==> config.mk <==
export PLATFORM = sky130hd
export DESIGN_NAME = pulse_seq_gen
export DESIGN_NICKNAME = d
export VERILOG_FILES = /design/src/rtl/pulse_seq_gen.sv
export SDC_FILE = /design/constraint.sdc
export NUM_CORES = 1
export LEC_CHECK = 0
export CORE_MARGIN = 5
export CORE_UTILIZATION = 41
export CTS_CLUSTER_SIZE = 24
export DETAILED_ROUTE_END_ITERATION = 10
export PLACE_DENSITY = 0.73
export SYNTH_ARGS = -nofsm -noshare
export SYNTH_HDL_FRONTEND = slang
export SYNTH_SLANG_ARGS = --single-unit
==> constraint.sdc <==
create_clock -name clk -period 1.76 [get_ports clk]
set_clock_uncertainty 0.2 [all_clocks]
set_input_delay 0.352 -clock clk [delete_from_list [all_inputs] [get_ports clk]]
set_output_delay 0.352 -clock clk [all_outputs]
set_load 0.02 [all_outputs]
==> src/rtl/pulse_seq_gen.sv <==
// Triggered pulse-burst generator: emits `burst` pulses of hi_len cycles high / lo_len cycles low.
// Optional cancel input `abort` is compiled in when PULSE_SEQ_ABORT_EN is defined.
module pulse_seq_gen #(
    parameter int LEN_W = 4,
    parameter int CNT_W = 3
) (
    input  logic             clk,
    input  logic             reset_b,
    input  logic             x_in,
    input  logic [LEN_W-1:0] hi_len,
    input  logic [LEN_W-1:0] lo_len,
    input  logic [CNT_W-1:0] burst,
`ifdef PULSE_SEQ_ABORT_EN
    input  logic             abort,
`endif
    output logic             y_out,
    output logic             busy,
    output logic             done
);

    typedef enum logic [1:0] {IDLE, HIGH, LOW} state_t;

    state_t           state_q, state_d;
    logic [LEN_W-1:0] hi_cap_q, hi_cap_d;
    logic [LEN_W-1:0] lo_cap_q, lo_cap_d;
    logic [LEN_W-1:0] len_cnt_q, len_cnt_d;
    logic [CNT_W-1:0] pulse_cnt_q, pulse_cnt_d;
    logic             y_out_q, y_out_d;
    logic             busy_q, busy_d;
    logic             done_q, done_d;

    // Zero-valued lengths are clamped once at capture so the counters never start at 0.
    function automatic logic [LEN_W-1:0] len_at_least_one(input logic [LEN_W-1:0] v);
        return (v == '0) ? LEN_W'(1) : v;
    endfunction

    always_comb begin
        state_d     = state_q;
        hi_cap_d    = hi_cap_q;
        lo_cap_d    = lo_cap_q;
        len_cnt_d   = len_cnt_q;
        pulse_cnt_d = pulse_cnt_q;
        y_out_d     = y_out_q;
        busy_d      = busy_q;
        done_d      = 1'b0;

        case (state_q)
            IDLE: begin
                if (x_in) begin
                    hi_cap_d    = len_at_least_one(hi_len);
                    lo_cap_d    = len_at_least_one(lo_len);
                    len_cnt_d   = len_at_least_one(hi_len);
                    pulse_cnt_d = (burst == '0) ? CNT_W'(1) : burst;
                    state_d     = HIGH;
                    y_out_d     = 1'b1;
                    busy_d      = 1'b1;
                end
            end
            HIGH: begin
                if (len_cnt_q <= LEN_W'(1)) begin
                    len_cnt_d = lo_cap_q;
                    state_d   = LOW;
                    y_out_d   = 1'b0;
                end else begin
                    len_cnt_d = len_cnt_q - LEN_W'(1);
                end
            end
            LOW: begin
                if (len_cnt_q <= LEN_W'(1)) begin
                    if (pulse_cnt_q <= CNT_W'(1)) begin
                        len_cnt_d   = '0;
                        pulse_cnt_d = '0;
                        state_d     = IDLE;
                        busy_d      = 1'b0;
                        done_d      = 1'b1;
                    end else begin
                        pulse_cnt_d = pulse_cnt_q - CNT_W'(1);
                        len_cnt_d   = hi_cap_q;
                        state_d     = HIGH;
                        y_out_d     = 1'b1;
                    end
                end else begin
                    len_cnt_d = len_cnt_q - LEN_W'(1);
                end
            end
            default: begin
                state_d = IDLE;
                y_out_d = 1'b0;
                busy_d  = 1'b0;
            end
        endcase

`ifdef PULSE_SEQ_ABORT_EN
        // Abort outranks everything, including a start request while idle.
        if (abort) begin
            len_cnt_d   = '0;
            pulse_cnt_d = '0;
            state_d     = IDLE;
            y_out_d     = 1'b0;
            busy_d      = 1'b0;
            done_d      = 1'b0;
        end
`endif
    end

    always_ff @(posedge clk or negedge reset_b) begin
        if (!reset_b) begin
            state_q     <= IDLE;
            hi_cap_q    <= '0;
            lo_cap_q    <= '0;
            len_cnt_q   <= '0;
            pulse_cnt_q <= '0;
            y_out_q     <= 1'b0;
            busy_q      <= 1'b0;
            done_q      <= 1'b0;
        end else begin
            state_q     <= state_d;
            hi_cap_q    <= hi_cap_d;
            lo_cap_q    <= lo_cap_d;
            len_cnt_q   <= len_cnt_d;
            pulse_cnt_q <= pulse_cnt_d;
            y_out_q     <= y_out_d;
            busy_q      <= busy_d;
            done_q      <= done_d;
        end
    end

    assign y_out = y_out_q;
    assign busy  = busy_q;
    assign done  = done_q;

endmodule
; ---- Word level (Yosys, flattened, before mapping)
; Index checks and enable logic that the tools add are counted.
[classes]
addsub = 2
multipliers = 0
div = 0
order_cmp = 2
eq_ne = 7
shifts = 0
muxes = 28
n_bitwise = 1
n_reduce_logical = 12
[ops]
columns = op, count
row1 = $mux 4, 6
row2 = $mux 3, 4
row3 = $pmux 4 s3, 1
row4 = $mux 1, 10
row5 = $ne 2x2->1 const B, 5
row6 = $logic_not 4->1, 2
row7 = $reduce_and 4->1, 2
row8 = $mux 2, 3
row9 = $pmux 1 s3, 2
row10 = $pmux 2 s3, 1
row11 = $pmux 3 s2, 1
row12 = $reduce_and 3->1, 2
row13 = $le 4x1->1 const B, 1
row14 = $reduce_and 2->1, 2
row15 = $sub 4x1->4 const B, 1
row16 = $le 3x1->1 const B, 1
row17 = $logic_not 3->1, 1
row18 = $reduce_bool 3->1, 1
row19 = $sub 3x1->3 const B, 1
row20 = $eq 2x1->1 const B, 1
row21 = $eq 2x2->1 const B, 1
row22 = $logic_not 2->1, 1
row23 = $reduce_bool 2->1, 1
row24 = $not 1->1, 1
[totals]
register_bits = 20
latchBits = 0
mem_bits_rw = 0
romBits = 0
in_bits = 14
out_inout_bits = 3
n_memories = 0

; ---- Longest topological paths before layout
; Gate-level depths: netlist of the first run.
[depth]
depth_word = 4
mapped_depth = 7
mapped_depth_nobuf = 6

; ---- Least setup slack after synthesis of the first run
; Ideal clock, no wire load.
[synth_path]
path_kind = flip-flop to flip-flop
from = reg len_cnt_q[0]
to = reg pulse_cnt_q[0]
setup_time_ps = 125
arrival_ps = 1534
required_time_ps = 1435
setup_slack_ps = -100
path_stages_with_launch = 8
path_cell_list = dfrtp_1 > inv_1 > ha_1 > or2_1 > buf_6 > a21oi_4 > nor3_2 > mux2_4
[synth_via]
elab_chain_cells = 3
[synth_rtl]
columns = element, line_no
row1 = "start, declared", 26  ; logic [LEN_W-1:0] len_cnt_q, len_cnt_d;
row2 = "start signal, assigned", 120  ; len_cnt_q <= len_cnt_d;
row3 = $le 4x1->1, 69  ; if (len_cnt_q <= LEN_W'(1)) begin
row4 = $ne 2x2->1 (no source line), --
row5 = $reduce_and 3->1 (no source line), --
row6 = "end signal, assigned", 121  ; pulse_cnt_q <= pulse_cnt_d;
row7 = "end, declared", 27  ; logic [CNT_W-1:0] pulse_cnt_q, pulse_cnt_d;
; Every way passes these cells.
; A chain may end at the register's enable or synchronous reset.

; ---- Worst setup path after layout of the first run
; Ends and elaborated chain as after synthesis.

==> metrics.txt, run 1 <==
RSZ-0062 raised after global routing yes; via/cell ratio 5.84; gr ovfl total 0; Worst Path Class, Setup reg -> reg; CP Max Fanout 7; failing checks setup timing; hold_buf cts 0; DRT iter0 DRCs 79; Seq/Total Area, Yosys 0.400; P&R area growth vs syn 46.5%; Core Rows 20; initial antenna violation count 0; core area 3000 um2; Placed Instances 200; Synth Net Count 151; clk slew on worst S/H paths 110 ps; die area 4260 um2; Clock Root Buffer clkbuf_4; Hold Crit Class in -> async; first-pass GRT wire length 5380 um; Reg power frac 0.263; Clk network pwr share 0.067; fraction of registers with async set/reset 1.00; final setup fails 4; Syn Area/Cell 9.71 um2; Starting Density 0.417; clock tree buffer depth 2; Buffers on Ports 16; largest area contributor in the netlist dfrtp_1; final instance area 1830 um2; Static Leak 0.788 nW; Routed Antenna Nets 0; Final nets 197; ys flop type dfrtp_1; met2 wire length 1730 um; final worst slack -86.7 ps; combinational power share 0.670; Crit. End Element register; CTS Sinks 20; post-synthesis cell type count 44; vias in the first global route 1,125; Final Hold Fails 0; CTS Buf Count 3; Switch Pwr 1.43 mW; drt drc 0; CTS H-tree lvls 1; largest cells by area after synthesis dfrtp_1 40%, ha_1 8.0%, mux2_2 5.4%; data required time of the worst path 1760 ps; Inserted Diodes 0; Worst Max-Slew Pin Slew 432 ps; Final HPWL DP 2430 um; Mapped Area 1250 um2; final cell count without fillers 206; multi-input logic area 837 um2; #FFs+latches synth 20; area occupied by registers 502 um2; Vias 1,204; top-area cell type share of the netlist area 0.400; synth warn 0; met3 WL 163 um; Gate Count Post-Synth 129; Top Metal Used met4; Max transition margin 0.711; Place WS -217 ps; DRT Pass-1 Iters 4; CTS tree yes; IO Count 17; Power, Total 3.31 mW; Tmin final 1850 ps; final worst-path cycle share 1.05; Post-Route M1 WL 1470 um; CP Launch Type register; Max IR drop VDD 760 uV; pin count of the biggest net entering global routing 21; run status complete, but fails checks; Total GRT Usage 0.167; Crit path max-delay family flip-flops; FILL cells 229; Chip Width 65.3 um; crit-path cells inv_2 > ha_4 > or2_4 > a21oi_4 > nor3_4 > mux2_4; max_cap viols 0; placed instance area 1650 um2; Die Y 65.3 um; Arrival @ worst endpoint 1840 ps; post-DR wirelength/cell 16.6 um; Sw Share 0.431; max-slew violation count 0; Clock Latency Late Sink 310 ps; crit-path max cell delay 420 ps; P per Cell Area 1800 nW/um2; final WL 3430 um; CP Buf/Inv Count 1; fmax 541 MHz; Routability Congestion 0.856; Internal Power 1.88 mW; share of layout cells above drive strength 1 0.428; EDFF count, synth 0; CP max-delay cell dfrtp_2
## layer usage
metal  GRT usage  vias up
met2       0.267       42
met5           0        -
met4      0.0829        0
li1            -      563
met1       0.225      595
met3      0.0171        4
## timing repair
| item | 4_1_cts | 5_1_grt |
|---|---|---|
| pin swaps | 6 | 5 |
| endpoints found under the setup margin | 13 | 11 |
| gates resized for setup | 15 | 23 |
| buffers inserted | 2 | 1 |
## synthesized netlist by cell type (4+ instances only)
library cell  instances
nand2_1               8
ha_1                  8
nor2_1               13
nor3_1                4
mux2_2                6
inv_1                11
a21oi_1               7
dfrtp_1              20
o22ai_1               4
nand3_1               4
## per-stage QoR
stage	util	TNS (ps)	hold slack, ps
after floorplan	-	-92.5	-144
after global placement	0.548	-909	270
after detailed placement	0.548	-1310	290
after CTS	0.578	-96.3	193
after global routing	0.611	-673	206
final	0.611	-216	179
## cell families after synthesis
family / after synthesis / share of synthesized area
compound gates: 40 / 0.244
simple gates: 38 / 0.152
flops: 20 / 0.400
buf+inv: 15 / 0.0509
mux: 8 / 0.0739
fa+ha+maj: 8 / 0.0799
## power by group through the flow
stage / Sequential [mW] / Clock (mW) / Combinational, mW
finish: 0.868 / 0.221 / 2.22
global route: 0.902 / 0.252 / 2.40
CTS: 0.834 / 0.224 / 1.98
detailed placement: 0.836 / 0 / 1.85
global placement: 0.821 / 0 / 1.81
floorplan: 0.847 / 0 / 1.13
## final cells by class
type	count	share of cell area
Inverter	12	0.0246
Multi-Input combinational cell	94	0.456
Timing Repair Buffer	44	0.211
Tap cell	33	0.0225
Sequential cell	20	0.274
Clock buffer	3	0.0123
## state kept, by name, summed over array words and instances, names as in the netlist
| name | count |
|---|---|
| hi_cap_q | 4 |
| len_cnt_q | 4 |
| done | 1 |
| state_q | 2 |
| lo_cap_q | 4 |
| y_out | 1 |
| busy | 1 |
| pulse_cnt_q | 3 |
## layout by cell type (no fill, tap or decap), types with 2 or more instances in the layout
cell type,n
buf_4,25
dfrtp_1,19
clkdlybuf4s50_1,13
nor2_1,11
inv_2,7
nand2_1,7
a21oi_1,7
mux2_2,6
inv_1,5
nand3_1,4
ha_2,4
a21o_1,3
o21ai_0,3
nor3_1,3
a31oi_1,3
ha_4,3
clkbuf_4,3
dlygate4sd2_1,3
nor2_2,2
a21oi_4,2
o22ai_1,2
o41ai_1,2
o22ai_2,2
buf_6,2
## worst paths after layout
check / slack (ps) / from / cells after the start / endpoint
worst max register to register: -90 / len_cnt_q[0]$_DFFE_PN0P_ / 6 / pulse_cnt_q[0]$_DFFE_PN0P_
worst min-delay path: 180 / reset_b / 2 / len_cnt_q[1]$_DFFE_PN0P_
min in group clk: 320 / hi_cap_q[1]$_DFFE_PN0P_ / 1 / hi_cap_q[1]$_DFFE_PN0P_
worst min register to register: 320 / hi_cap_q[1]$_DFFE_PN0P_ / 1 / hi_cap_q[1]$_DFFE_PN0P_
max in group asynchronous: 960 / reset_b / 2 / len_cnt_q[0]$_DFFE_PN0P_
worst max-delay path: -90 / len_cnt_q[0]$_DFFE_PN0P_ / 6 / pulse_cnt_q[0]$_DFFE_PN0P_
Note: power is estimated with default switching activity, not from simulation.
==> inputs of run 2 (changes only) <==
Settings changed: CORE_UTILIZATION 41 to 48, PLACE_DENSITY 0.73 to 0.82, RECOVER_POWER set to 100.
==> run 2 against run 1 <==
Effect of this change: the flow still finishes with violations (setup timing); utilization grew 15 points; critical path depth did not move; sequential power is essentially flat; total power rose by 6.0%; final cell count increased by 1.9%; global-route usage grew 3.4 points; critical path type unchanged; critical endpoint unchanged; largest power group unchanged.
==> metrics.txt, run 2 (synthesis gave the netlist of run 1 again) <==
run status complete, but fails checks; failing checks setup timing; max_cap viols 0; IO Count 17; Total GRT Usage 0.201; Regs by FF count hi_cap_q (4), len_cnt_q (4), lo_cap_q (4); CTS Sinks 20; final worst-path cycle share 1.07; sum of negative setup slack -616 ps; Vias 1,268; Static Leak 0.828 nW; clock tree buffer depth 2; Final Hold Fails 0; final WL 3770 um; CP Launch Type register; Inserted Diodes 0; Arrival @ worst endpoint 1870 ps; CTS tree yes; via/cell ratio 6.04; final setup fails 11; reg2reg start len_cnt_q[0]$_DFFE_PN0P_; initial antenna violation count 0; worst hold slack 319 ps; first-pass GRT wire length 5610 um; die area 3730 um2; CTS Buf Count 3; Chip Width 61.1 um; pin count of the biggest net entering global routing 21; P&R area growth vs syn 50.2%; commonest non-fill, non-tap cell in the layout buf_4; Post-Route M1 WL 1510 um; final cell count without fillers 210; first element of the critical path len_cnt_q[0]$_DFFE_PN0P_; Worst Max-Slew Pin Slew 512 ps; P per Cell Area 1860 nW/um2; CP Max Fanout 5; gr ovfl total 0; Final nets 203; share of layout cells above drive strength 1 0.433; max-slew violation count 0; hold_buf cts 0; Starting Density 0.506; Core Rows 18; core area 2480 um2; RSZ-0062 raised after global routing yes; clk slew on worst S/H paths 120 ps; fmax 533 MHz; Crit Reg-Reg Endpoint pulse_cnt_q[0]$_DFFE_PN0P_; Buffers on Ports 16; Worst Path Class, Setup reg -> reg; Crit. End Element register; drt drc 0; post-DR wirelength/cell 17.9 um; Hold Crit Class reg -> reg; met3 WL 220 um; Die Y 61.1 um; vias in the first global route 1,266; commonest non-fill, non-tap cells in the layout 30 x buf_4, 19 x dfrtp_1, 12 x clkdlybuf4s50_1; DRT Pass-1 Iters 4; Routability Congestion 0.926; Top Metal Used met4; Placed Instances 200; Routed Antenna Nets 0; Clock Root Buffer clkbuf_4; CTS H-tree lvls 1; met2 wire length 1800 um; Tmin final 1880 ps; data required time of the worst path 1750 ps; final worst slack -117 ps; Power, Total 3.51 mW; Max transition margin 0.659; worst hold stages 1; Clock Latency Late Sink 300 ps; Final HPWL DP 2440 um; Max IR drop VDD 1230 uV; reg2reg setup slack -120 ps; Worst R2R Path Depth 6; DRT iter0 DRCs 57; end of the critical path pulse_cnt_q[0]$_DFFE_PN0P_
## run 2: cell count changes in the layout (fill, tap and decap cells not counted), sizes merged
cell	delta
buf	+5
dlygate4sd3	+1
clkdlybuf4s50	-1
clkbuf	+2
## run 2: per-layer routing
metal	vias up	GRT usage
met2	54	0.349
met3	25	0.0398
met5	-	0
met1	609	0.247
met4	0	0.0712
li1	580	-
## run 2: critical path, cell delays in order, from the launching register on
cell and delay [ps]:
dfrtp_2 430, inv_2 70, ha_4 150, or2_4 270
a21oi_4 250, nor3_4 90, mux2_4 310
## run 2: how the worst min path moves through the flow
stage | from | endpoint | slack (ps)
final | lo_cap_q[3]$_DFFE_PN0P_ | lo_cap_q[3]$_DFFE_PN0P_ | 320
after global placement | lo_cap_q[0]$_DFFE_PN0P_ | lo_cap_q[0]$_DFFE_PN0P_ | 270
after detailed placement | pulse_cnt_q[2]$_DFFE_PN0P_ | pulse_cnt_q[2]$_DFFE_PN0P_ | 290
after floorplan | reset_b | busy$_DFFE_PN0P_ | -140
after global routing | lo_cap_q[3]$_DFFE_PN0P_ | lo_cap_q[3]$_DFFE_PN0P_ | 350
after CTS | reset_b | len_cnt_q[1]$_DFFE_PN0P_ | 190
## run 2: through the flow
step / cell area [um2] / util / setup WS (ps)
2_1_floorplan: 1260 / - / -92.5
3_3_place_gp: 1650 / 0.667 / -135
3_5_place_dp: 1650 / 0.667 / -173
4_1_cts: 1730 / 0.697 / -60.6
5_1_grt: 1880 / 0.760 / -194
6_report: 1880 / 0.760 / -117
## run 2: repair_timing
item	CTS	global route
setup endpoints to repair	14	19
setup buffers	2	4
pin swaps	5	7
gates cloned	0	0
gates resized for setup	10	24
hold endpoints to repair	0	0
## run 2: report_power, final
part	total, mW	internal, mW	switching [mW]
combinational	2.37	1.20	1.17
sequential	0.866	0.682	0.184
clock	0.268	0.126	0.142
## run 2: layout make-up
| cell class | instances | area [um2] |
|---|---|---|
| clock buffer | 4 | 36.3 |
| fill | 157 | 596 |
| inverter | 12 | 45.0 |
| multi-input combinational | 94 | 832 |
| sequential | 20 | 502 |
| tap | 30 | 37.5 |
| timing repair buffer | 50 | 429 |
==> inputs of run 3 (changes only) <==
Settings changed: SETUP_SLACK_MARGIN set to 0.3, SKIP_CTS_REPAIR_TIMING set to 1.
==> run 3 against run 2 <==
Effect of this change: the flow still finishes with violations (setup timing); clock power fell by 12%; first-iteration DRC count rose by 30%; largest power group unchanged; critical path type unchanged; sequential share of layout area rose by 0.15 points; critical endpoint is now len_cnt_q[2]$_DFFE_PN0P_; final area fell by 0.80%.
==> metrics.txt, run 3 (synthesis gave the netlist of run 1 again) <==
run status complete, but fails checks; via/cell ratio 6.08; Tmin final 1840 ps; die area 3730 um2; data required time of the worst path 1770 ps; reg2reg start state_q[1]$_DFFE_PN0P_; Hold Crit Class in -> async; max_cap viols 0; DRT Pass-1 Iters 4; Worst R2R Path Depth 6; CP Buf/Inv Count 2; drt drc 0; Routed Antenna Nets 0; commonest non-fill, non-tap cell in the layout buf_4; Clock Latency Late Sink 320 ps; post-DR wirelength/cell 19.8 um; Starting Density 0.506; placed instance area 1690 um2; FILL cells 176; Placed Instances 199; IO Count 17; Regs by FF count hi_cap_q (4), len_cnt_q (4), lo_cap_q (4); vias in the first global route 1,299; final worst slack -77.2 ps; Crit Reg-Reg Endpoint len_cnt_q[2]$_DFFE_PN0P_; final WL 4140 um; fmax 544 MHz; CP Launch Type register; RSZ-0062 raised after global routing yes; failing checks setup timing; P per Cell Area 1900 nW/um2; final worst-path cycle share 1.04; clock tree buffer depth 2; P&R area growth vs syn 49.1%; Clock Root Buffer clkbuf_4; Vias 1,271; Worst Path Class, Setup reg -> reg; Arrival @ worst endpoint 1840 ps; CTS Buf Count 3; crit-path max cell delay 440 ps; CTS tree yes; reg2reg setup slack -80 ps; Total GRT Usage 0.213; DRT iter0 DRCs 74; Worst Max-Slew Pin Slew 531 ps; max-slew violation count 0; final setup fails 9; gr ovfl total 0; clk slew on worst S/H paths 120 ps; Final Hold Fails 0; final core utilization 0.754; initial antenna violation count 0; CP Max Fanout 6; final instance area 1870 um2; first-pass GRT wire length 5730 um; final cell count without fillers 209; CP max-delay cell dfrtp_1; Crit. End Element register; Inserted Diodes 0; CTS Sinks 20; commonest non-fill, non-tap cells in the layout 29 x buf_4, 20 x dfrtp_1, 12 x clkdlybuf4s50_1; Power, Total 3.55 mW; Routability Congestion 0.918; Final nets 203; Final HPWL DP 2670 um; CTS H-tree lvls 1; Die Y 61.1 um; Max IR drop VDD 1460 uV; crit-path cells inv_2 > ha_4 > inv_1 > o311a_1 > o22ai_2 > a21oi_2; Buffers on Ports 16; Max transition margin 0.646; Chip Width 61.1 um; Crit path max-delay family compound AO/OA/AOI/OAI gates; multi-input logic area 863 um2; Static Leak 0.831 nW; Core Rows 18; share of layout cells above drive strength 1 0.419; pin count of the biggest net entering global routing 21; core area 2480 um2; area occupied by registers 500 um2
-- run 3: cell type report --
cell class / instances / area share
clock buffer: 3 / 0.0121
multi-input combinational: 95 / 0.462
timing repair buffer: 49 / 0.213
tap: 30 / 0.0201
sequential: 20 / 0.268
inverter: 12 / 0.0241
-- run 3: worst reg2reg max path: stages (launching register included) --
cell	delay, ps
dfrtp_1	440
inv_2	80
ha_4	310
inv_1	80
o311a_1	370
o22ai_2	190
a21oi_2	60
-- run 3: through the flow --
stage               setup TNS (ps)  hold WS, ps  setup WS (ps)
floorplan                    -92.3         -144          -92.3
global route                  -936          339           -133
global placement              -898          274           -116
detailed placement           -1630          288           -210
CTS                          -1690          169           -222
finish                        -420          314          -77.2
-- run 3: how the worst max path moves through the flow --
stage                                   from                         end  slack [ps]  depth (start not counted)
finish                state_q[1]$_DFFE_PN0P_    len_cnt_q[2]$_DFFE_PN0P_         -80                          6
global route          state_q[1]$_DFFE_PN0P_    len_cnt_q[2]$_DFFE_PN0P_        -130                          6
CTS                 len_cnt_q[0]$_DFFE_PN0P_    len_cnt_q[2]$_DFFE_PN0P_        -220                          7
detailed placement  len_cnt_q[0]$_DFFE_PN0P_    len_cnt_q[2]$_DFFE_PN0P_        -210                          7
global placement                        x_in  pulse_cnt_q[0]$_DFFE_PN0P_        -120                          4
floorplan           len_cnt_q[0]$_DFFE_PN0P_  pulse_cnt_q[0]$_DFFE_PN0P_         -90                          7
-- run 3: power breakdown --
part | switching, mW | total, mW | internal, mW | leakage (nW)
clock network | 0.156 | 0.236 | 0.0804 | 0.0138
logic | 1.20 | 2.43 | 1.23 | 0.575
registers | 0.208 | 0.887 | 0.680 | 0.241
total | 1.56 | 3.55 | 1.99 | 0.831
-- run 3: per-layer routing --
layer	part of all wire	vias up	wire length, um	track usage
li1	-	576	-	-
met1	0.39	618	1600	0.240
met2	0.52	59	2140	0.344
met3	0.060	18	250	0.0629
met4	0.038	0	157	0.149
met5	0	-	0	0
==> edit: new RTL, flow settings as in run 1 <==
`CNT_W`: 3 -> 4.
--- a/src/rtl/pulse_seq_gen.sv
+++ b/src/rtl/pulse_seq_gen.sv
@@ -2,7 +2,7 @@
 // Optional cancel input `abort` is compiled in when PULSE_SEQ_ABORT_EN is defined.
 module pulse_seq_gen #(
     parameter int LEN_W = 4,
-    parameter int CNT_W = 3
+    parameter int CNT_W = 4
 ) (
     input  logic             clk,
     input  logic             reset_b,
Ports: changed (resized burst); port bits go from 17 to 18. No check against the original RTL was run, so the function may have changed too.
==> edit against run 1 <==
The run still ends with setup timing left. Routed wire length up 6.5%. Area after synthesis grew 1.6%. Sequential cell count rose by 1. Setup slack worse by 0.15 ns. Global-route usage rose by 0.91 points. Total power up 11%. Sequential share of layout area decreased by 0.28 points. Cell area rose by 6.1%. Clock power is 12% higher. Largest cell class unchanged.
==> edit: results (changes against run 1) <==
metric,value,unit,change
fillers,230,,was 229
drive_gt1_share,42.9,%,was 42.8%
track_usage,17.6,%,was 16.7%
numCtsBuffers,3,,unchanged
post-dp-hpwl,2.58,mm,was 2.43 mm
yosysSeqAreaShare,41.3,%,was 40.0%
cp.arrival,2.02,ns,was 1.84 ns
cts_max_level,1,,unchanged
root_buffer,clkbuf_4,,unchanged
fin_ws,-0.239,ns,was -0.0867 ns
ys_types,38,,was 44
synth_warnings,0,,unchanged
vias_per_cell,5.76,,was 5.84
status,"complete, but fails checks",,unchanged
path_delay_family,compound AO/OA/AOI/OAI gates,,was flip-flops
grt_max_degree,22,,was 21
crit_path_max_fanout,4,,was 7
ir_worst_vdd,1030,µV,was 760 µV
clk_pin_slew_worst_paths,0.12,ns,
grt_pass1_wl,5.80,mm,was 5.38 mm
cpPeakStageDelay,0.47,ns,was 0.42 ns
num_antenna_cells,0,,unchanged
r2r_start,pulse_cnt_q[0],,was len_cnt_q[0]
grt_pass1_vias,1250,,was 1125
setup_violations,12,,was 4
finalWirelength,3.65,mm,was 3.43 mm
final_nets,201,,was 197
p_leak,0.840,nW,was 0.788 nW
slowest_stage,dfrtp_2,,unchanged
pre_cts_ws,-0.310,ns,was -0.217 ns
r2r_end,pulse_cnt_q[3],,was pulse_cnt_q[0]
synthTopCellsByCount,"21 x dfrtp_1, 12 x inv_1, 8 x ha_1, 8 x mux2_2, 8 x o21ai_0",,"was 20 x dfrtp_1, 13 x nor2_1, 11 x inv_1"
violations,setup timing,,unchanged
first_pass_iters,4,,unchanged
reg2reg_depth,7,,was 6
synthTopCellsByArea,"dfrtp_1 41%, ha_1 7.9%, mux2_2 7.1%",,"was dfrtp_1 40%, ha_1 8.0%, mux2_2 5.4%"
mappedNetlistNets,146,,was 151
async_flop_share,100,%,unchanged
port-buffer-count,17,,was 16
gp_congestion,0.907,,was 0.856
placed_area,1720,µm²,was 1650 µm²
worstMarginPinSlew,0.391,ns,was 0.432 ns
antenna_found_initial,0,,unchanged
min_path_type,in -> async,,unchanged
drt_iter0_markers,36,,was 79
-- edit: cell count changes in the layout (fill, tap and decap cells not counted), moves of 3 or more --
cell and change:
a21oi_1 -4, a221o_1 +5, buf_4 +8, ha_2 -3, nand2_1 -4, nand3_1 -3
nor2_1 -6, o21ai_1 +3
-- edit: metal layers --
metal	track usage, %	up-vias	routed length [µm]
met2	32.3	28	1940
met3	1.88	10	136
li1	-	573	-
met5	0	-	0
met1	19.9	599	1500
met4	8.81	0	79
-- edit: final cells by class --
class | instances | share of cell area [%]
clock buffer | 3 | 1.16
multi-input combinational | 86 | 43.5
sequential | 21 | 27.1
tap | 33 | 2.12
clock inverter | 1 | 0.257
inverter | 12 | 2.32
timing repair buffer | 54 | 23.6
-- edit: where the power goes --
part	switching (W)	internal [W]	total, W
Combinational	0.00118	0.00134	0.00252
Sequential	0.000199	0.000717	0.000916
Clock	0.000161	0.0000851	0.000247
Total	0.00154	0.00214	0.00368
-- edit: worst max path at each step --
stage | cells past startpoint | slack, ns | from | end
6_report | 7 | -0.24 | pulse_cnt_q[0] | pulse_cnt_q[3]
2_1_floorplan | 7 | -0.20 | len_cnt_q[0] | pulse_cnt_q[3]
4_1_cts | 6 | -0.25 | pulse_cnt_q[1] | len_cnt_q[2]
3_3_place_gp | 5 | -0.26 | x_in | pulse_cnt_q[0]
3_5_place_dp | 5 | -0.31 | x_in | pulse_cnt_q[0]
5_1_grt | 7 | -0.31 | pulse_cnt_q[0] | pulse_cnt_q[3]
-- edit: timing repair --
action                                  in CTS  in global routing
hold buffers                                 0                  0
setup buffers                                4                  2
pin swaps                                    9                  6
resized for setup                           24                 18
endpoints found under the setup margin      23                 19
-- edit: cell families (layout without fill, tap and decap cells) --
logic type,after synthesis,count (layout),synth area share [%]
AOI/OAI and AO/OA,41,41,26.1
and+or+nand+nor,29,29,12.3
DFF,21,21,41.3
buffers and inverters,16,70,5.41
adders and majority gates,8,8,7.87
muxes,8,8,7.08
-- edit: metrics by stage --
step,cells,util (%),hold slack (ns),setup TNS [ns]
6_report,210,64.8,0.163,-1.70
3_3_place_gp,201,57.3,0.266,-2.63
5_1_grt,210,64.8,0.176,-2.40
4_1_cts,209,61.9,0.166,-2.07
2_1_floorplan,123,-,-0.144,-1.07
3_5_place_dp,201,57.3,0.282,-3.51
